==> src/rtl/ps2_pkg.sv <==
// Shared FSM state type and scan-code constants for the PS/2 keyboard receiver.
package ps2_pkg;

    typedef enum logic [1:0] {
        IDLE,
        DATA,
        PARITY,
        STOP
    } ps2_state_t;

    localparam logic [7:0] PS2_BREAK = 8'hF0;
    localparam logic [7:0] PS2_EXT   = 8'hE0;

endpackage

==> src/rtl/ps2_fifo.sv <==
// Synchronous show-ahead FIFO; head reads zero while empty.
module ps2_fifo #(
    parameter int WIDTH = 8,
    parameter int DEPTH = 8
) (
    input  logic             clk,
    input  logic             rst,
    input  logic             push,
    input  logic [WIDTH-1:0] push_data,
    input  logic             pop,
    output logic [WIDTH-1:0] head,
    output logic             empty,
    output logic             full
);

    localparam int AW = $clog2(DEPTH);

    logic [WIDTH-1:0] mem [DEPTH];
    logic [AW:0]      wr_ptr;
    logic [AW:0]      rd_ptr;
    logic             do_push;
    logic             do_pop;

    // The extra MSB distinguishes a full buffer from an empty one when the indices match.
    assign empty   = (wr_ptr == rd_ptr);
    assign full    = (wr_ptr[AW] != rd_ptr[AW]) && (wr_ptr[AW-1:0] == rd_ptr[AW-1:0]);
    assign do_pop  = pop && !empty;
    assign do_push = push && (!full || do_pop);
    assign head    = empty ? '0 : mem[rd_ptr[AW-1:0]];

    always_ff @(posedge clk or posedge rst) begin
        if (rst) begin
            wr_ptr <= '0;
            rd_ptr <= '0;
        end else begin
            if (do_push) begin
                wr_ptr <= wr_ptr + 1'b1;
            end
            if (do_pop) begin
                rd_ptr <= rd_ptr + 1'b1;
            end
        end
    end

    always_ff @(posedge clk) begin
        if (do_push) begin
            mem[wr_ptr[AW-1:0]] <= push_data;
        end
    end

endmodule

==> src/rtl/ps2_keyboard.sv <==
// PS/2 keyboard receiver: synchronisers, frame FSM with idle timeout, scan-code FIFO.
// Optional macro PS2_BREAK_FILTER_EN drops 0xF0 and the byte following it.
module ps2_keyboard
    import ps2_pkg::*;
#(
    parameter int FIFO_DEPTH     = 8,
    parameter int TIMEOUT_CYCLES = 100000
) (
    input  logic       clk,
    input  logic       rst,
    input  logic       ps2_clk,
    input  logic       ps2_data,
    input  logic       key_get,
    output logic       key_down,
    output logic [7:0] spec_key,
    output logic       frame_err,
    output logic       overflow
);

    localparam int TW = $clog2(TIMEOUT_CYCLES + 1);
    localparam logic [TW-1:0] TIMER_LAST = TW'(TIMEOUT_CYCLES - 1);

    ps2_state_t state;
    ps2_state_t state_next;
    logic [2:0]    bit_cnt;
    logic [2:0]    bit_cnt_next;
    logic [7:0]    shift;
    logic [7:0]    shift_next;
    logic          parity;
    logic          parity_next;
    logic [TW-1:0] timer;
    logic [TW-1:0] timer_next;

    logic ps2_clk_meta;
    logic ps2_clk_sync;
    logic ps2_clk_prev;
    logic ps2_data_meta;
    logic ps2_data_sync;
    logic fall;

    logic frame_valid;
    logic push;
    logic pop;
    logic key_get_prev;
    logic fifo_empty;
    logic fifo_full;

    always_ff @(posedge clk or posedge rst) begin
        if (rst) begin
            ps2_clk_meta  <= 1'b1;
            ps2_clk_sync  <= 1'b1;
            ps2_clk_prev  <= 1'b1;
            ps2_data_meta <= 1'b1;
            ps2_data_sync <= 1'b1;
            key_get_prev  <= 1'b0;
        end else begin
            ps2_clk_meta  <= ps2_clk;
            ps2_clk_sync  <= ps2_clk_meta;
            ps2_clk_prev  <= ps2_clk_sync;
            ps2_data_meta <= ps2_data;
            ps2_data_sync <= ps2_data_meta;
            key_get_prev  <= key_get;
        end
    end

    assign fall = ps2_clk_prev && !ps2_clk_sync;
    assign pop  = key_get && !key_get_prev;

    always_ff @(posedge clk or posedge rst) begin
        if (rst) begin
            state   <= IDLE;
            bit_cnt <= '0;
            shift   <= '0;
            parity  <= 1'b0;
            timer   <= '0;
        end else begin
            state   <= state_next;
            bit_cnt <= bit_cnt_next;
            shift   <= shift_next;
            parity  <= parity_next;
            timer   <= timer_next;
        end
    end

    // The timer only runs mid-frame and restarts on every falling edge.
    always_comb begin
        state_next   = state;
        bit_cnt_next = bit_cnt;
        shift_next   = shift;
        parity_next  = parity;
        timer_next   = '0;
        frame_valid  = 1'b0;
        frame_err    = 1'b0;
        if (state != IDLE && !fall) begin
            if (timer == TIMER_LAST) begin
                state_next = IDLE;
            end else begin
                timer_next = timer + TW'(1);
            end
        end
        if (fall) begin
            case (state)
                IDLE: begin
                    if (!ps2_data_sync) begin
                        state_next   = DATA;
                        bit_cnt_next = '0;
                    end
                end
                DATA: begin
                    shift_next   = {ps2_data_sync, shift[7:1]};
                    bit_cnt_next = bit_cnt + 3'd1;
                    if (bit_cnt == 3'd7) begin
                        state_next = PARITY;
                    end
                end
                PARITY: begin
                    parity_next = ps2_data_sync;
                    state_next  = STOP;
                end
                STOP: begin
                    state_next = IDLE;
                    if (ps2_data_sync && (^{shift, parity})) begin
                        frame_valid = 1'b1;
                    end else begin
                        frame_err = 1'b1;
                    end
                end
                default: state_next = IDLE;
            endcase
        end
    end

`ifdef PS2_BREAK_FILTER_EN
    logic break_pending;

    // A pending break swallows exactly one following valid byte, whatever it is.
    always_ff @(posedge clk or posedge rst) begin
        if (rst) begin
            break_pending <= 1'b0;
        end else if (frame_valid) begin
            if (break_pending) begin
                break_pending <= 1'b0;
            end else if (shift == PS2_BREAK) begin
                break_pending <= 1'b1;
            end
        end
    end

    assign push = frame_valid && !break_pending && (shift != PS2_BREAK);
`else
    assign push = frame_valid;
`endif

    always_ff @(posedge clk or posedge rst) begin
        if (rst) begin
            overflow <= 1'b0;
        end else if (push && fifo_full && !pop) begin
            overflow <= 1'b1;
        end
    end

    assign key_down = !fifo_empty;

    ps2_fifo #(
        .WIDTH(8),
        .DEPTH(FIFO_DEPTH)
    ) u_fifo (
        .clk      (clk),
        .rst      (rst),
        .push     (push),
        .push_data(shift),
        .pop      (pop),
        .head     (spec_key),
        .empty    (fifo_empty),
        .full     (fifo_full)
    );

endmodule

==> config.mk <==
export PLATFORM = sky130hd
export DESIGN_NAME = ps2_keyboard
export DESIGN_NICKNAME = d
export VERILOG_FILES = /design/src/rtl/ps2_pkg.sv /design/src/rtl/ps2_fifo.sv /design/src/rtl/ps2_keyboard.sv
export SDC_FILE = /design/constraint.sdc
export NUM_CORES = 1
export LEC_CHECK = 0
export BUFFER_PORTS_ARGS = -buffer_cell sky130_fd_sc_hd__buf_2
export CORE_UTILIZATION = 55
export DETAILED_ROUTE_END_ITERATION = 10
export PLACE_DENSITY_LB_ADDON = 0.15
export REMOVE_ABC_BUFFERS = 1
export SLEW_MARGIN = 20
export SYNTH_ARGS = -nofsm -noshare
export SYNTH_HDL_FRONTEND = slang
export SYNTH_HIERARCHICAL = 1
export SYNTH_SLANG_ARGS = --single-unit
==> constraint.sdc <==
create_clock -name clk -period 6.1 [get_ports clk]
set_clock_uncertainty 0.2 [all_clocks]
set_input_delay 0 -clock clk [delete_from_list [all_inputs] [get_ports clk]]
set_output_delay 0 -clock clk [all_outputs]
set_load 0.01 [all_outputs]
==> impl_metrics.json <==
{
  "min_period_ps": 3550,
  "end_kind": "register",
  "grt-ovfl-total": 0,
  "postRouteAntennaNets": 0,
  "rsz0062_at_grt": "false",
  "cts_tree": "done",
  "cts_made_buffers": 9,
  "clkLatencyLatePin_ps": 370,
  "setup_tns_ps": 0,
  "path_class": "reg -> reg",
  "cts_sinks": 110,
  "cp_data_required_time_ps": 5890,
  "drt_iter0_drc": 97,
  "antenna_found_initial": 0,
  "grt_pass1_vias": 2543,
  "diodes": 0,
  "yosysWarnings": 6,
  "place_area_um2": 5080,
  "worstPathArrival_ps": 3340,
  "worstSetupStartpointType": "register",
  "die_area_um2": 9300,
  "drc": 0,
  "syn_inst": 317,
  "vias_per_cell": 5.75,
  "core-area_um2": 8680,
  "drv_slew": 0,
  "post-route-period-util_pct": 58.2,
  "fillers": 682,
  "die_h_um": 96.5,
  "relSlewSlack_pct": 32.0,
  "fin_util_pct": 61.6,
  "fmax_mhz": 282,
  "irDropWorstVdd_mv": 0.192,
  "clock_path_buffers": 2,
  "fin_area_um2": 5340,
  "vias": 2624,
  "power.density_nw_per_um2": 382,
  "drt-pass1-iter-count": 4,
  "regArea_um2": 3080,
  "synthToLayoutAreaGrowth_pct": 8.90,
  "clk_pin_slew_ps": 100,
  "fin_nets": 353,
  "io_pins": 16,
  "row_count": 34,
  "setup_violations": 0,
  "place_hpwl_um": 5600,
  "syn-cell-area_um2": 4910,
  "grt_max_degree": 39,
  "avgRoutedWirePerCell_um": 18.2,
  "finalHoldViolCount": 0,
  "track_usage_pct": 20.0,
  "synth_cell_type_count": 52,
  "status": "finished clean",
  "ys_seq_elements": 110,
  "min-delay-path-class": "in -> reg",
  "synth-seq-area-share_pct": 62.7,
  "crit_fanout": 11,
  "synth.avg_cell_area_um2": 15.5,
  "crit_start": "shift[1]$_DFFE_PP0P_",
  "ctsRootBufferMaster": "clkbuf_8",
  "start_util_pct": 56.5,
  "multi_input_area_um2": 1710,
  "cap_violations": 0,
  "reg2reg_from": "shift[1]$_DFFE_PP0P_",
  "worst_pin_slew_ps": 1020,
  "die_w_um": 96.5,
  "routed_wl_um": 8300,
  "hp-start": "ps2_clk",
  "io_buffer_count": 15,
  "drive_gt1_share_pct": 29.0,
  "place_congestion": 0.765,
  "p_leak_uw": 0.00200,
  "htreeDepth": 3,
  "grt_pass1_wl_um": 13200
}
[worst max-delay path, cell delays in order, from the launching register on]
cell and delay, ps:
dfrtp_1 550, xor2_1 190, xnor3_1 430, mux2i_1 260, nor2b_1 470, nand2_1 200, nor4b_2 870
[per-layer routing]
metal,wire (um),up-vias,global-route usage [%]
met1,3700,1331,26.2
met3,225,10,2.58
met2,4250,40,33.5
met5,0,-,0
li1,-,1243,-
met4,123,0,9.19
[final timing paths]
check,cells after the start,slack [ps],end
setup reg to reg,6,2550,u_fifo/mem[5][1]$_DFFE_PP_
hold reg to reg,0,160,ps2_data_sync$_DFF_PP1_
min in group asynchronous,4,90,key_get_prev$_DFF_PP0_
hold / removal,2,70,ps2_clk_meta$_DFF_PP1_
setup / recovery,6,2550,u_fifo/mem[5][1]$_DFFE_PP_
max in group asynchronous,4,5000,u_fifo/wr_ptr[2]$_DFFE_PP0P_
[layout make-up]
cell class,instances,area share (%)
clock buffer,10,2.58
clock inverter,6,1.43
inverter,6,0.421
multi-input combinational,188,32.0
sequential,110,57.6
tap,108,2.53
timing repair buffer,28,3.47
[metrics by stage]
step | instances | power (uW) | setup WS, ps | hold WS, ps
floorplan | 304 | 1440 | 2740 | -384
global placement | 435 | 1590 | 2500 | -232
detailed placement | 435 | 1610 | 2540 | -226
CTS | 456 | 2070 | 2520 | 51.3
global route | 456 | 2160 | 2250 | 64.1
finish | 456 | 2040 | 2550 | 74.9
[cell usage after synthesis (all sizes together)]
cell type	number	area, um2
dfrtp	41	1030
nor2	29	131
nor2b	5	31.3
nor3	9	45.0
xor3	1	23.8
inv	6	22.5
o21ai	6	30.0
o31ai	3	36.3
mux2i	9	90.1
xnor2	15	184
and2	1	7.51
nand3	11	72.6
nor3b	3	22.5
ha	5	62.6
and3	1	6.26
a22o	2	17.5
edfxtp	64	1920
nor4bb	2	20.0
mux4	16	360
buf	13	109
or3	3	20.0
dfstp	5	131
a21oi	5	28.8
nor4	4	25.0
or2	3	21.3
nand4	8	56.3
xnor3	1	22.5
nor4b	2	17.5
nand2b	3	26.3
or4	2	18.8
o311ai	2	17.5
mux2	12	139
and4	4	40.0
a21o	1	7.51
xor2	8	70.1
nand2	12	45.0
[power breakdown]
part	switching [uW]	total (uW)	internal (uW)
logic	229	535	306
registers	147	1050	900
clock network	250	458	208
[layout by cell type, fill, tap and decap left out, drive strengths merged, types with 8 or more instances in the layout]
master and instances:
dfrtp 41, xnor2 15, nand2 12, buf 23, mux2 12, mux2i 9, nor3 9, xor2 8
nand4 8, inv 9, mux4 16, nor2 29, clkbuf 10, nand3 11, edfxtp 64
[repair_timing]
| item | CTS | global route |
|---|---|---|
| buffers inserted | 0 | 0 |
| resized for setup | 0 | 0 |
| hold buffers | 5 | 0 |
| endpoints found under the hold margin | 49 | 0 |
[sequential cells by signal (all words and copies together) (netlist names), 2 cells and up]
| signal | flops |
|---|---|
| bit_cnt | 3 |
| u_fifo/wr_ptr | 4 |
| state | 2 |
| u_fifo/rd_ptr | 4 |
| timer | 17 |
| u_fifo/mem | 64 |
| shift | 8 |
[cell families (layout without fill, tap and decap cells)]
group	count (synthesis)	count (layout)	share of synthesized area, %
multiplexers	37	37	12.0
XOR/XNOR	25	25	6.12
AND/OR/NAND/NOR	102	102	12.4
AO/OA/AOI/OAI	19	19	2.80
flip-flops	110	110	62.7
adder cells (fa/ha/maj)	5	5	1.27
buffers and inverters	19	50	2.68
No activity file was read; power rests on OpenSTA's default activity.
